**config.mk**
```make
export PLATFORM = sky130hd
export DESIGN_NAME = bcd_conv_arbiter
export DESIGN_NICKNAME = d
export VERILOG_FILES = /design/src/rtl/bcd_conv_arbiter.sv
export SDC_FILE = /design/constraint.sdc
export NUM_CORES = 1
export LEC_CHECK = 0
export ABC_AREA = 1
export BUFFER_PORTS_ARGS = -buffer_cell sky130_fd_sc_hd__buf_2
export CORE_ASPECT_RATIO = 1.5
export CORE_MARGIN = 5
export CORE_UTILIZATION = 47
export CTS_BUF_LIST = sky130_fd_sc_hd__clkbuf_16
export DETAILED_ROUTE_END_ITERATION = 8
export HOLD_SLACK_MARGIN = 0.02
export PLACE_DENSITY_LB_ADDON = 0.08
export SLEW_MARGIN = 30
export SYNTH_ARGS = -nofsm -noshare
export SYNTH_HDL_FRONTEND = slang
export SYNTH_SLANG_ARGS = --single-unit
```
**constraint.sdc**
```tcl
create_clock -name clk -period 2.6 [get_ports clk]
set_clock_uncertainty 0.15 [all_clocks]
set_input_delay 0.13 -clock clk [delete_from_list [all_inputs] [get_ports clk]]
set_output_delay 0.13 -clock clk [all_outputs]
set_load 0.02 [all_outputs]
```
**src/rtl/bcd_conv_arbiter.sv**
```systemverilog
`default_nettype none
// +----------------------------------------------------------------------------+
// | Module  : bcd_conv_arbiter                                                 |
// | Brief   : Four-requester arbiter for one shared binary-to-BCD converter,   |
// |           with round-robin grant, conversion timeout and result capture.   |
// |           Define BCD_ARB_FIXED_PRIO_EN for fixed lowest-index priority.    |
// | Revision: 1.0 - initial release                                            |
// +----------------------------------------------------------------------------+
module bcd_conv_arbiter #(
  parameter int TIMEOUT_CYCLES = 100
) (
  input  logic         clk,
  input  logic         reset,
  input  logic [3:0]   req,
  input  logic [127:0] value,
  output logic [3:0]   ack,
  output logic         err,
  output logic [31:0]  bcd_out,
  output logic [1:0]   grant_id,
  output logic         busy,
  output logic         dd_trigger,
  output logic [31:0]  dd_in,
  input  logic         dd_idle,
  input  logic [31:0]  dd_bcd
);

  typedef enum logic [1:0] {
    ST_ARB    = 2'd0,
    ST_LAUNCH = 2'd1,
    ST_BUSY   = 2'd2,
    ST_DONE   = 2'd3
  } state_t;

  localparam logic [8:0] c_tmo = 9'(TIMEOUT_CYCLES);

  state_t      r_state;
  state_t      w_state_nxt;
  logic [1:0]  r_grant;
  logic [31:0] r_dd_in;
  logic [31:0] r_bcd;
  logic [7:0]  r_tcnt;
  logic        r_timeout;
  logic [1:0]  w_win;
  logic        w_any;
  logic        w_tmo;

  assign w_any = |req;
  assign w_tmo = ({1'b0, r_tcnt} >= c_tmo);

`ifdef BCD_ARB_FIXED_PRIO_EN
  always_comb begin
    w_win = 2'd0;
    for (int i = 3; i >= 0; i--) begin
      if (req[i]) w_win = 2'(i);
    end
  end
`else
  logic [1:0] r_last;
  logic [7:0] w_req2;
  logic [2:0] w_base;
  logic [3:0] w_rot;

  // Rotate so bit 0 is the requester right after the last one served.
  assign w_req2 = {req, req};
  assign w_base = {1'b0, r_last} + 3'd1;
  assign w_rot  = w_req2[w_base +: 4];

  always_comb begin
    w_win = 2'd0;
    for (int j = 3; j >= 0; j--) begin
      if (w_rot[j]) w_win = r_last + 2'd1 + 2'(j);
    end
  end

  always_ff @(posedge clk or posedge reset) begin
    if (reset) begin
      r_last <= 2'd3;
    end else if (r_state == ST_DONE) begin
      r_last <= r_grant;
    end
  end
`endif

  always_comb begin
    w_state_nxt = r_state;
    case (r_state)
      ST_ARB: begin
        if (w_any && dd_idle) w_state_nxt = ST_LAUNCH;
      end
      ST_LAUNCH: begin
        if (w_tmo)         w_state_nxt = ST_DONE;
        else if (!dd_idle) w_state_nxt = ST_BUSY;
      end
      ST_BUSY: begin
        if (w_tmo || dd_idle) w_state_nxt = ST_DONE;
      end
      ST_DONE: begin
        w_state_nxt = ST_ARB;
      end
      default: begin
        w_state_nxt = ST_ARB;
      end
    endcase
  end

  always_ff @(posedge clk or posedge reset) begin
    if (reset) begin
      r_state   <= ST_ARB;
      r_grant   <= 2'd0;
      r_dd_in   <= 32'd0;
      r_bcd     <= 32'd0;
      r_tcnt    <= 8'd0;
      r_timeout <= 1'b0;
    end else begin
      r_state <= w_state_nxt;
      case (r_state)
        ST_ARB: begin
          if (w_any && dd_idle) begin
            r_grant   <= w_win;
            r_dd_in   <= value[{w_win, 5'd0} +: 32];
            r_tcnt    <= 8'd0;
            r_timeout <= 1'b0;
          end
        end
        ST_LAUNCH, ST_BUSY: begin
          if (r_tcnt != 8'hFF) r_tcnt <= r_tcnt + 8'd1;
          // Timeout wins over a completion arriving in the same cycle.
          if (w_tmo) begin
            r_timeout <= 1'b1;
            r_bcd     <= 32'hFFFF_FFFF;
          end else if (r_state == ST_BUSY && dd_idle) begin
            r_bcd <= dd_bcd;
          end
        end
        default: begin
        end
      endcase
    end
  end

  assign ack        = (r_state == ST_DONE) ? (4'b0001 << r_grant) : 4'b0000;
  assign err        = (r_state == ST_DONE) && r_timeout;
  assign busy       = (r_state != ST_ARB);
  assign dd_trigger = (r_state == ST_LAUNCH);
  assign dd_in      = r_dd_in;
  assign bcd_out    = r_bcd;
  assign grant_id   = r_grant;

endmodule
`default_nettype wire
```
# Word level (Yosys, flattened, before mapping)
# Cells that the tools add are included.
[op_classes]
add_sub_neg = 6
order_cmp = 1
eq_ne = 9
shifts = 3
muxes = 18
n_reduce_logical = 15
[ops]
columns = ["cell", "count"]
rows = [
  ["$shiftx A128 B8 Y32", 1],
  ["$mux W32", 2],
  ["$mux W2", 8],
  ["$mux W8", 2],
  ["$pmux W8 S2", 1],
  ["$reduce_and A3 Y1", 3],
  ["$add A8 B1 Y8 const B", 1],
  ["$ge A8 B7 Y1 const B", 1],
  ["$ne A2 B2 Y1 const B", 4],
  ["$ne A8 B8 Y1 const B", 1],
  ["$pmux W2 S4", 1],
  ["$shiftx A8 B4 Y4", 1],
  ["$reduce_bool A2 Y1", 3],
  ["$add A2 B1 Y2 const B", 2],
  ["$add A2 B2 Y2 const B", 2],
  ["$eq A2 B2 Y1 const B", 2],
  ["$mux W4", 1],
  ["$reduce_and A2 Y1", 2],
  ["$reduce_or A4 Y1", 1],
  ["$shl A1 B2 Y4 const A", 1],
  ["$add A2 B1 Y3 const B", 1],
  ["$logic_and A1 B1 Y1", 3],
  ["$ne A3 B2 Y1 const B", 1],
  ["$eq A2 B1 Y1 const B", 1],
  ["5 further kinds", 6],
]
[word_totals]
regBits = 79
in_bits = 167

# Longest topological paths before layout
[depth]
depth_word = 7
depth_mapped = 15
mapped_depth_nobuf = 13

# Least setup slack after synthesis
# Ideal clock, no wire load.
[synth_timing]
kind = "flip-flop to flip-flop"
startpoint = "register r_last[0]"
endpoint = "register r_dd_in[0], in the netlist dd_in[0]"
setup_time_ps = 117
t_arrival_ps = 1662
required_time_ps = 2333
slack_ps = 671
stages_incl_launch_ff = 16
cell_sequence = "dfstp_2 > inv_2 > nand2_1 > nand3_1 > nand2_1 > inv_2 > nand2_1 > nand3_4 > nand2_4 > buf_6 > buf_6 > nand2_1 > nand3_1 > nand2_1 > nand2_1 > nand2_1"
[synth_between]
elab_chain_cells = 7
word_cells_on_any_way = 11
cone_classes = "add/sub (5); shift (2); mux (4)"
[synth_lines]
columns = ["element", "line", "text"]
rows = [
  ["start, declared", "58", "logic [1:0] r_last;"],
  ["start signal, assigned", "79", "r_last <= r_grant;"],
  ["$add A2 B1 Y3 / $add A2 B1 Y2 (equally long branches)", "65, 71", ""],
  ["$shiftx A8 B4 Y4 / $add A2 B2 Y2 (equally long branches)", "66, 71", ""],
  ["$mux W2 (3 in series)", "71", "if (w_rot[j]) w_win = r_last + 2'd1 + 2'(j);"],
  ["$mux W2 *", "71", ""],
  ["$shiftx A128 B8 Y32 *", "120", "r_dd_in <= value[{w_win, 5'd0} +: 32];"],
  ["end signal, assigned", "120", ""],
  ["end, declared", "39", "logic [31:0] r_dd_in;"],
]
# Every way passes the cells marked *; elsewhere a longest branch is shown, timed or not.
# A chain may end at the register's enable or synchronous reset.

# Final worst setup path
[layout_timing]
startpoint = "register r_last[0]"
endpoint = "register r_dd_in[19], in the netlist dd_in[19]"
# The elaborated chain is that of the path after synthesis.

==> reports/qor.yml <==
outcome:
  status: "completed"
sta:
  tightest_slew_ns: 0.759
  max_freq_mhz: 433
  final.setup.tns_ns: 0
  finalSetupViolCount: 0
  maxSlewViolCount: 0
  min_period_ns: 2.31
  slew-limit-headroom_pct: 49.2
  hold_viol_final: 0
  worst_slack_ns: 0.288
  fin_crit_sh_pct: 88.9
  rsz0062_at_grt: "no"
global_route:
  track_usage_pct: 25.7
  grt_max_degree: 65
  antenna_found_initial: 0
  overflow: 0
  grt_pass1_vias: 5726
  grt_pass1_wl_mm: 26.4
critical_path:
  slowest_stage: "dfstp_2"
  r2r-end: "dd_in[19]"
  end_kind: "flip-flop"
  crit_path_start: "r_last[0]"
  path_cells: "inv_2 -> nand2_1 -> nand3_1 -> nand2_2 -> o21ai_1 -> nand2_2 -> nand2_4 -> buf_12 -> or2_1 -> nand3_1 -> nand3_1"
  reg2reg_depth: 11
  cp_common_cell: "nand3_1"
  worstReg2RegStart: "r_last[0]"
  critPathCapture: "dd_in[19]"
  arrival_ns: 2.37
  cp.required_ns: 2.65
  critPathMaxFanout: 53
  crit_type: "flip-flop to flip-flop"
  cp-start-kind: "flip-flop"
  rrSetupSlack_ns: 0.29
  slowest_delay_ns: 0.58
final_layout:
  post-route-util_pct: 69.7
  layout_commonest_cell: "buf_2"
  area.growth.synth_to_final_pct: 46.2
  fin_area_um2: 7340
  nFillCells: 935
  drive_above_1_share_pct: 25.7
  layout_common_cells: "buf_2, nand2_1, inv_1"
  fin_nets: 1237
synth:
  yosys_warnings: 0
  netlist_instances: 764
  ys_ff_latch: 79
  synth_nets: 938
  synth-seq-area-share_pct: 39.4
  syn_area_per_cell_um2: 6.57
  synth_cell_types: 29
  netlist_area_um2: 5020
drt:
  wl_mm: 16.6
  dr.pass1.iters: 5
  drt-vias-per-instance: 4.76
  drt_iter0_drc: 271
  vias: 5774
  antenna_left: 0
  drc_errors: 0
  avgRoutedWirePerCell_um: 13.7
floorplan:
  die_area_um2: 12900
  num_io_pins: 240
  dieHeight_um: 137
  core_area_um2: 10500
  die_x_um: 94.4
  rows: 46
  initial_core_util_pct: 47.7
clock_tree:
  cts_resized: 0
  clock_tree.buffer_depth: 2
  clock_latency_ns: 0.33
  h-tree-depth: 3
  clock-root-buffer: "clkbuf_16"
  postCtsSetupBuffers: 0
  cts.sink_count: 79
  clkTransAtPathRegs_ns: 0.06
  cts_inserted_buffers: 9
  tritoncts: "yes"
job:
  drv_cap: 0
placed_design:
  dp_hpwl_mm: 11.6
  placed_area_um2: 6360
  dp_slack_ns: 0.323
  portBuffers: 239
  routabilityCongestion: 0.859
pwr:
  peakVddDrop_uv: 651
  p_total_mw: 8.36
  p_leak_nw: 4.36
  power.density_nw_per_um2: 1140
min_path:
  hold_path.class: "primary input to flip-flop"
## how the worst min path moves through the flow
stage,startpoint,endpoint,slack [ns],depth (start not counted)
6_report,value[97],dd_in[1],0.04,7
5_1_grt,value[115],dd_in[19],0.05,5
4_1_cts,value[125],dd_in[29],0.02,5
3_5_place_dp,reset,dd_in[17],0.05,2
3_3_place_gp,reset,r_state[0],0.05,2
2_1_floorplan,dd_bcd[0],bcd_out[0],0.17,2
## report_power, final
group	leakage, nW	total (mW)	switching (mW)	internal [mW]
combinational	3.24	5.15	3.34	1.82
sequential	0.992	2.13	0.337	1.79
clock	0.133	1.07	0.450	0.622
## logic make-up after synthesis
logic type,synth area share (%)
AO/OA/AOI/OAI,6.25
XOR/XNOR,0.698
adder cells (fa/ha/maj),1.74
buffers and inverters,14.3
flip-flops,39.4
AND/OR/NAND/NOR,37.6
## cell type report
class / count / area (um^2) / area share (%)
inverter: 141 / 531 / 7.23
tap: 144 / 180 / 2.45
multi-input combinational: 506 / 2330 / 31.7
timing repair buffer: 326 / 2070 / 28.2
antenna: 1 / 2.50 / 0.0341
clock buffer: 9 / 225 / 3.07
clock inverter: 7 / 26.3 / 0.358
sequential: 79 / 1980 / 27.0
## worst max-delay path, delay by kind of cell, from the launching register on
family / cells / cell delay [ns]
flip-flops: 1 / 0.58
AND/OR/NAND/NOR: 8 / 1.07
buffers and inverters: 2 / 0.26
AO/OA/AOI/OAI: 1 / 0.10
## cells in the mapped netlist (all sizes together)
master  count  area share, %
clkbuf     18            1.3
o31ai       4           0.60
o21ai      47            4.8
ha          7            1.7
xor2        2           0.35
dfrtp      77             38
nand3     133             14
xnor2       2           0.35
nor2       48            3.6
a31oi       1           0.12
nor4        1           0.12
dfstp       2            1.0
or2        22            2.7
nand2     231             18
o21a        1           0.15
buf        20            2.4
nor3        1           0.10
inv       141             11
o22ai       1           0.12
a21oi       5           0.50
## flip-flops by register name, indices dropped and copies added (netlist names)
register   cells
bcd_out       32
dd_in         32
grant_id       2
r_last         2
r_state        2
r_tcnt         8
r_timeout      1
## layer usage
layer	routed length (um)	up-vias	global-route usage, %
li1	-	2926	-
met1	6490	2536	29.8
met2	8100	259	43.4
met3	1350	53	6.38
met4	648	0	13.3
met5	0	-	0
## stage by stage
step	std cells	hold WS, ns
6_report	1213	0.0428
5_1_grt	1212	0.0550
3_3_place_gp	1123	0.0483
4_1_cts	1212	0.0232
3_5_place_dp	1123	0.0519
2_1_floorplan	764	0.168
## repair_timing
| action | 4_1_cts | 5_1_grt |
|---|---|---|
| setup endpoints to repair | 0 | 0 |
| hold buffers | 73 | 0 |
| hold endpoints to repair | 72 | 0 |
No activity file was read; power rests on OpenSTA's default activity.
